<file path="src/rtl/game_round_sequencer.sv">
// game_round_sequencer: multi-round game scheduler.
// Once access is granted, each round loads a random number, runs the digit
// timer, and then takes either player 2's entry or the timeout. For an entry,
// it waits a fixed latency, samples the verification verdict, and updates a
// saturating score.
// Optional feature macro: SEQ_TIMEOUT_PENALTY_EN. When it is defined, a
// timeout takes one point off the score (saturating at 0).
// Pulse semantics: load_rand and load_p2 are single-cycle strobes, and the
// consumer latches on the cycle they are high. No ready/back-pressure exists.
// timer_run is a level that is high for exactly the cycles spent in RUN.
// All outputs are registered from the next-state decode.
// dbg_state mirrors the FSM state register for observation.
module game_round_sequencer #(
  parameter int NUM_ROUNDS = 4,
  parameter int SCORE_W    = 4,
  parameter int VERIFY_LAT = 2
) (
  input  logic               clk,
  input  logic               rst,
  input  logic               access_ok,
  input  logic               start_btn,
  input  logic               p2_btn,
  input  logic               timer_done,
  input  logic               verify_ok,
  output logic               load_rand,
  output logic               load_p2,
  output logic               timer_run,
  output logic [3:0]         round_num,
  output logic [SCORE_W-1:0] score,
  output logic               busy,
  output logic               game_over,
  output logic [2:0]         dbg_state
);

  typedef enum logic [2:0] {
    IDLE    = 3'd0,
    ARM     = 3'd1,
    RUN     = 3'd2,
    CAPTURE = 3'd3,
    WAIT_V  = 3'd4,
    SCORE   = 3'd5,
    DONE    = 3'd6
  } state_t;

  localparam logic [3:0]         LAST_ROUND = 4'(NUM_ROUNDS);
  localparam logic [2:0]         LAT_LOAD   = 3'(VERIFY_LAT - 1);
  localparam logic [SCORE_W-1:0] SCORE_MAX  = '1;

  state_t               state, state_d;
  logic [2:0]           lat_cnt, lat_cnt_d;
  logic                 timed_out, timed_out_d;
  logic                 verdict, verdict_d;
  logic [3:0]           round_d;
  logic [SCORE_W-1:0]   score_d;
  logic                 busy_state;

  assign dbg_state = state;

  // Next-state and next datapath values; abort on lost access overrides all busy states.
  always_comb begin
    state_d     = state;
    lat_cnt_d   = lat_cnt;
    timed_out_d = timed_out;
    verdict_d   = verdict;
    round_d     = round_num;
    score_d     = score;
    busy_state  = (state != IDLE) && (state != DONE);

    if (busy_state && !access_ok) begin
      state_d = IDLE;
      round_d = 4'd0;
    end else begin
      case (state)
        IDLE: begin
          if (start_btn && access_ok) begin
            state_d = ARM;
            score_d = '0;
            round_d = 4'd1;
          end
        end
        ARM: begin
          state_d     = RUN;
          timed_out_d = 1'b0;
          verdict_d   = 1'b0;
        end
        RUN: begin
          // Player entry beats a coincident timeout.
          if (p2_btn) begin
            state_d = CAPTURE;
          end else if (timer_done) begin
            state_d     = SCORE;
            timed_out_d = 1'b1;
          end
        end
        CAPTURE: begin
          lat_cnt_d = LAT_LOAD;
          state_d   = WAIT_V;
        end
        WAIT_V: begin
          if (lat_cnt == 3'd0) begin
            verdict_d = verify_ok;
            state_d   = SCORE;
          end else begin
            lat_cnt_d = lat_cnt - 3'd1;
          end
        end
        SCORE: begin
          if (timed_out) begin
`ifdef SEQ_TIMEOUT_PENALTY_EN
            if (score != '0) score_d = score - 1'b1;
`endif
          end else if (verdict && (score != SCORE_MAX)) begin
            score_d = score + 1'b1;
          end
          if (round_num == LAST_ROUND) begin
            state_d = DONE;
          end else begin
            round_d = round_num + 4'd1;
            state_d = ARM;
          end
        end
        DONE: begin
          if (start_btn && access_ok) begin
            state_d = ARM;
            score_d = '0;
            round_d = 4'd1;
          end else if (!access_ok) begin
            state_d = IDLE;
            round_d = 4'd0;
          end
        end
        default: begin
          state_d = IDLE;
          round_d = 4'd0;
        end
      endcase
    end
  end

  // FSM state register.
  always_ff @(posedge clk or negedge rst) begin
    if (!rst) begin
      state <= IDLE;
    end else begin
      state <= state_d;
    end
  end

  // Round datapath and registered outputs decoded from the next state.
  always_ff @(posedge clk or negedge rst) begin
    if (!rst) begin
      lat_cnt   <= 3'd0;
      timed_out <= 1'b0;
      verdict   <= 1'b0;
      round_num <= 4'd0;
      score     <= '0;
      load_rand <= 1'b0;
      load_p2   <= 1'b0;
      timer_run <= 1'b0;
      busy      <= 1'b0;
      game_over <= 1'b0;
    end else begin
      lat_cnt   <= lat_cnt_d;
      timed_out <= timed_out_d;
      verdict   <= verdict_d;
      round_num <= round_d;
      score     <= score_d;
      load_rand <= (state_d == ARM);
      load_p2   <= (state_d == CAPTURE);
      timer_run <= (state_d == RUN);
      busy      <= (state_d != IDLE) && (state_d != DONE);
      game_over <= (state_d == DONE);
    end
  end

endmodule

</file>
<file path="config.mk">
export PLATFORM = sky130hd
export DESIGN_NAME = game_round_sequencer
export DESIGN_NICKNAME = d
export VERILOG_FILES = /design/src/rtl/game_round_sequencer.sv
export SDC_FILE = /design/constraint.sdc
export NUM_CORES = 1
export LEC_CHECK = 0
export CORE_ASPECT_RATIO = 0.5
export CORE_MARGIN = 2
export CORE_UTILIZATION = 40
export DETAILED_ROUTE_END_ITERATION = 10
export PLACE_DENSITY = 0.62
export SLEW_MARGIN = 20
export SYNTH_ARGS = -nofsm -noshare
export SYNTH_HDL_FRONTEND = slang
export SYNTH_SLANG_ARGS = --single-unit
</file>
<file path="constraint.sdc">
create_clock -name clk -period 3.4 [get_ports clk]
set_input_delay 0.34 -clock clk [delete_from_list [all_inputs] [get_ports clk]]
set_output_delay 0.34 -clock clk [all_outputs]
set_load 0.005 [all_outputs]
</file>
# --- Word level (Yosys, flattened, before mapping) ---
# Index checks and enable logic that the tools add are counted.
classes:
  n_addsub: 3
  eq_ne: 25
  mux: 26
  n_bitwise: 1
  n_reduce_logical: 21
ops:
  columns: ["cell", "n"]
  rows:
  - ["4-bit two-way mux", 8]
  - ["3-bit two-way mux", 9]
  - ["3-bit one-hot mux with 7 select lines", 1]
  - ["4-bit one-hot mux with 4 select lines", 1]
  - ["3-bit by 2-bit == test with 1-bit output (second input constant)", 4]
  - ["3-bit == test (second input constant)", 4]
  - ["2-bit != test (second input constant)", 6]
  - ["3-bit != test (second input constant)", 4]
  - ["4-bit by 1-bit adder with 4-bit output (second input constant)", 2]
  - ["4-bit != test (second input constant)", 2]
  - ["4-bit one-hot mux with 2 select lines", 1]
  - ["4-bit AND reduction", 2]
  - ["2-bit nonzero test", 4]
  - ["3-bit by 1-bit == test with 1-bit output (second input constant)", 2]
  - ["3-bit zero test", 2]
  - ["3-bit one-hot mux with 2 select lines", 1]
  - ["3-bit AND reduction", 2]
  - ["3-bit nonzero test", 2]
  - ["1-bit logical AND", 5]
  - ["5-bit AND reduction", 1]
  - ["4-bit by 3-bit == test with 1-bit output (second input constant)", 1]
  - ["2-bit by 1-bit != test with 1-bit output (second input constant)", 2]
  - ["1-bit one-hot mux with 2 select lines", 2]
  - ["4-bit OR reduction", 1]
  - ["5 further kinds", 7]
word_totals:
  ff_bits: 21
  in_bits: 7
  out_inout_bits: 16

# --- Logic depth before layout (Yosys ltp) ---
depth:
  word_depth: 6
  depth_mapped: 6
  mapped_depth_nobuf: 6

# --- Worst setup path after synthesis ---
# OpenSTA, ideal clock, no wires.
synth_path:
  path_kind: "register -> register"
  from: "reg round_num[0]"
  to: "reg round_num[0]"
  setup_time_ps: 125
  arrival_ps: 1591
  slack_ps: 1685
  stages_incl_launch_ff: 7
  n_path_buf: 0
  synth_period_minus_slack_ps: 1715
  cell_sequence: "dfrtp_1 inv_1 ha_1 and3b_1 o211a_1 nor2_1 mux2_2"
synth_between:
  elab_chain_cells: 4
  word_cells_on_any_way: 7
synth_rtl:
  columns: ["item", "line", "text"]
  rows:
  - ["start: declaration", "28", "output logic [3:0] round_num,"]
  - ["start signal: assignment", "166", "round_num <= round_d;"]
  - ["4-bit by 1-bit adder with 4-bit output", "118", "round_d = round_num + 4'd1;"]
  - ["4-bit two-way mux", "115", "if (round_num == LAST_ROUND) begin"]
  - ["4-bit one-hot mux with 4 select lines", "73", "case (state)"]
  - ["4-bit two-way mux", "69", "if (busy_state && !access_ok) begin"]
# Parallel ways exist; a longest one is shown, timed or not. The select of a mux whose other input is x is not followed.
# A chain may end at the register's enable or synchronous reset.

# --- Final worst setup path ---
layout_path:
  from: "reg state[1], in the netlist dbg_state[1]"
  to: "reg game_over"
layout_between:
  elab_chain_cells: 5
  word_cells_on_any_way: 20
layout_rtl:
  columns: ["item", "line", "text"]
  rows:
  - ["start: declaration", "49", "state_t state, state_d;"]
  - ["start signal: assignment", "145", "state <= state_d;"]
  - ["3-bit two-way mux, or another cell as far along", "127", "end else if (!access_ok) begin"]
  - ["3-bit two-way mux, or another cell as far along", "123", "if (start_btn && access_ok) begin"]
  - ["3-bit one-hot mux with 7 select lines / 1-bit logical AND (equally long branches)", "73, 69", null]
  - ["3-bit two-way mux (*)", "69", null]
  - ["3-bit == test (*)", "172", "game_over <= (state_d == DONE);"]
  - ["end signal: assignment", "172", null]
  - ["end: declaration", "31", "output logic game_over,"]
# Mark *: on every way between the ends. The rest lies on a longest branch, timed or not.

==> results.json <==
{
  "powerDensity_mw_per_mm2": 706.5,
  "skew_ns": 0.002106,
  "cp-start-kind": "flop",
  "slew_violations": 0,
  "ant_nets": 0,
  "cts-hold-fix-buffers": 0,
  "grt_pass1_wl_mm": 4.919,
  "grt_setup_unrepaired": "no",
  "die_h_um": 44.33,
  "cts.clk_slew.worst_paths_ns": 0.08,
  "dpl_cell_area_mm2": 0.001520,
  "setup_viol": 0,
  "grt_start_max_net_pins": 22,
  "syn_nets": 155,
  "start_util_pct": 42.69,
  "grt_use_total_pct": 16.67,
  "leakagePower_nw": 0.6472,
  "max_stage_delay_ns": 0.71,
  "fin_crit_sh_pct": 64.39,
  "die_area_mm2": 0.003753,
  "io_buffers": 22,
  "wl_per_cell_um": 13.92,
  "hold_viol": 0,
  "fin_tns_setup_ns": 0,
  "arrival_ns": 2.33,
  "clkSinkCount": 21,
  "synth_ff_type": "dfrtp_1",
  "clock_path_buffers": 2,
  "cts_tree": "yes",
  "yosys-top-cells-area": "dfrtp_1, ha_1, nand2_1, nand3_1, inv_1",
  "dr.pass1.iters": 4,
  "slowest_stage": "a222oi_1",
  "drtIter0Drc": 141,
  "vdd_drop_max_mv": 0.3332,
  "grt_pass1_vias": 1023,
  "yosys.cell_types.count": 45,
  "r2r_end": "game_over$_DFF_PN0_",
  "die_x_um": 84.66,
  "antenna_found_initial": 0,
  "crit_required_ns": 3.54,
  "crit_type": "flop to flop",
  "drc": 0,
  "pre_cts_slack_ns": 1.151,
  "yosys_warnings": 0,
  "grt.overflow.total": 0,
  "fin_area_mm2": 0.001562,
  "syn_avg_cell_area_um2": 9.100,
  "async_reset_ff_share_pct": 100.0,
  "worst_pin_slew_ns": 0.7631,
  "rows": 14,
  "max_freq_ghz": 0.4568,
  "clk_latency_ns": 0.26,
  "reg2reg_from": "dbg_state[1]$_DFF_PN0_",
  "total_power_mw": 1.103,
  "synth_seq_area_share_pct": 40.38,
  "relSlewSlack_pct": 49.13,
  "post-cts-setup-buffers": 0,
  "ctsRootBufferMaster": "clkbuf_8",
  "crit_family": "compound AO/OA/AOI/OAI gates",
  "synth_area_mm2": 0.001301,
  "finalWorstSetupSlack_ns": 1.211,
  "cts_buffers": 3,
  "avgViaCountPerCell": 5.622,
  "hold_ws_ns": 0.03208,
  "area_growth_pct": 20.00,
  "path_max_fanout": 19,
  "min_period_ns": 2.189,
  "synth_common_cells": "dfrtp_1, nand2_1, inv_1",
  "yosys.cell_count.top_type": "dfrtp_1",
  "reg2reg_slack_ns": 1.21,
  "cts_resized": 0,
  "crit_buf_inv": 0,
  "hold_path.class": "primary input to async pin",
  "synth.largest_area_cell": "dfrtp_1",
  "routed_wl_mm": 2.797,
  "io_pins": 23,
  "worstPathCellList": "and3b_1 > a222oi_1 > nor4b_1",
  "drive_above_1_share_pct": 4.969,
  "reg2reg_depth": 3,
  "synth_top_area_share_pct": 40.38,
  "hpwl_mm": 2.097,
  "cap_violations": 0,
  "status": "finished clean",
  "n_antenna_cell": 0,
  "core_mm2": 0.003048,
  "synthCells": 143,
  "fin_nets": 174,
  "gp_congestion": 0.8751,
  "htree_levels": 1,
  "ys_ff_latch": 21,
  "worstSetupEndpointType": "flop",
  "vias": 1130,
  "synth_edf_count": 0
}
## cell usage in the layout, fill, tap and decap left out, types with 2 or more instances in the layout
cell type	Yosys	final
a31oi_1	2	2
o211ai_1	2	2
nand3b_1	2	2
a32o_1	2	2
or4_1	2	2
nor3_1	2	2
nand2b_1	6	6
nor2b_1	6	6
clkdlybuf4s50_1	0	21
ha_1	5	5
mux2i_1	3	3
clkbuf_8	0	3
mux2_2	2	2
nor4b_1	3	3
dfrtp_1	21	21
a21oi_1	6	6
inv_1	10	10
or3_1	2	2
and3b_1	2	2
o21ai_0	7	7
nor2_1	6	6
o22ai_1	2	2
nand4_1	3	3
nand3_1	8	8
nand2_1	13	13
## routing by layer
| metal | wire length, um | track usage (%) | up-vias | part of all wire [%] |
|---|---|---|---|---|
| met4 | 0 | 1.905 | 0 | 0 |
| met5 | 0 | 0 | - | 0 |
| li1 | - | - | 554 | - |
| met3 | 169 | 3.918 | 0 | 6.0 |
| met2 | 1131 | 24.09 | 45 | 40 |
| met1 | 1496 | 26.11 | 531 | 53 |
## final cells by class
class | instances | area (um2)
Clock inverter | 1 | 5.005
Tap cell | 40 | 50.05
Fill cell | 297 | 1486
Multi-Input combinational cell | 104 | 686.9
Timing Repair Buffer | 22 | 215.2
Inverter | 10 | 37.54
Sequential cell | 21 | 525.5
Clock buffer | 3 | 41.29
## registers in the layout, indices dropped and copies added, names as in the netlist
| register | cells |
|---|---|
| busy | 1 |
| dbg_state | 3 |
| game_over | 1 |
| lat_cnt | 3 |
| load_p2 | 1 |
| load_rand | 1 |
| round_num | 4 |
| score | 4 |
| timed_out | 1 |
| timer_run | 1 |
| verdict | 1 |
## power breakdown
| group | internal, mW | switching (mW) |
|---|---|---|
| Combinational | 0.262 | 0.247 |
| Sequential | 0.329 | 0.102 |
| Clock | 0.0816 | 0.0817 |
| Total | 0.673 | 0.431 |
## cells by family (layout without fill, tap and decap cells)
group | Yosys count | in the layout | share of synthesized area, %
AOI/OAI and AO/OA | 33 | 33 | 17.50
xor gates and xnor gates | 2 | 2 | 1.346
adders and majority gates | 5 | 5 | 4.808
buffers and inverters | 18 | 36 | 6.827
DFF | 21 | 21 | 40.38
muxes | 5 | 5 | 4.038
and+or+nand+nor | 59 | 59 | 25.10
## worst max path at each step
stage	slack, ns	cells past startpoint	end	from
6_report	1.21	3	game_over$_DFF_PN0_	dbg_state[1]$_DFF_PN0_
5_1_grt	0.94	3	game_over$_DFF_PN0_	dbg_state[1]$_DFF_PN0_
4_1_cts	1.21	3	timer_run$_DFF_PN0_	dbg_state[1]$_DFF_PN0_
3_5_place_dp	1.15	5	timer_run$_DFF_PN0_	p2_btn
3_3_place_gp	1.21	5	timer_run$_DFF_PN0_	p2_btn
2_1_floorplan	1.68	6	round_num[0]$_DFFE_PN0P_	round_num[0]$_DFFE_PN0P_
## through the flow
stage | instances | util, %
3_5_place_dp | 197 | 49.88
6_report | 201 | 51.23
2_1_floorplan | 143 | -
5_1_grt | 201 | 51.23
4_1_cts | 201 | 51.40
3_3_place_gp | 197 | 49.88
## worst register-to-register path, cell delays in order (launching register included)
cell and delay (ns):
dfrtp_1 0.67, and3b_1 0.34, a222oi_1 0.71, nor4b_1 0.36
Note: power is estimated with default switching activity, not from simulation.
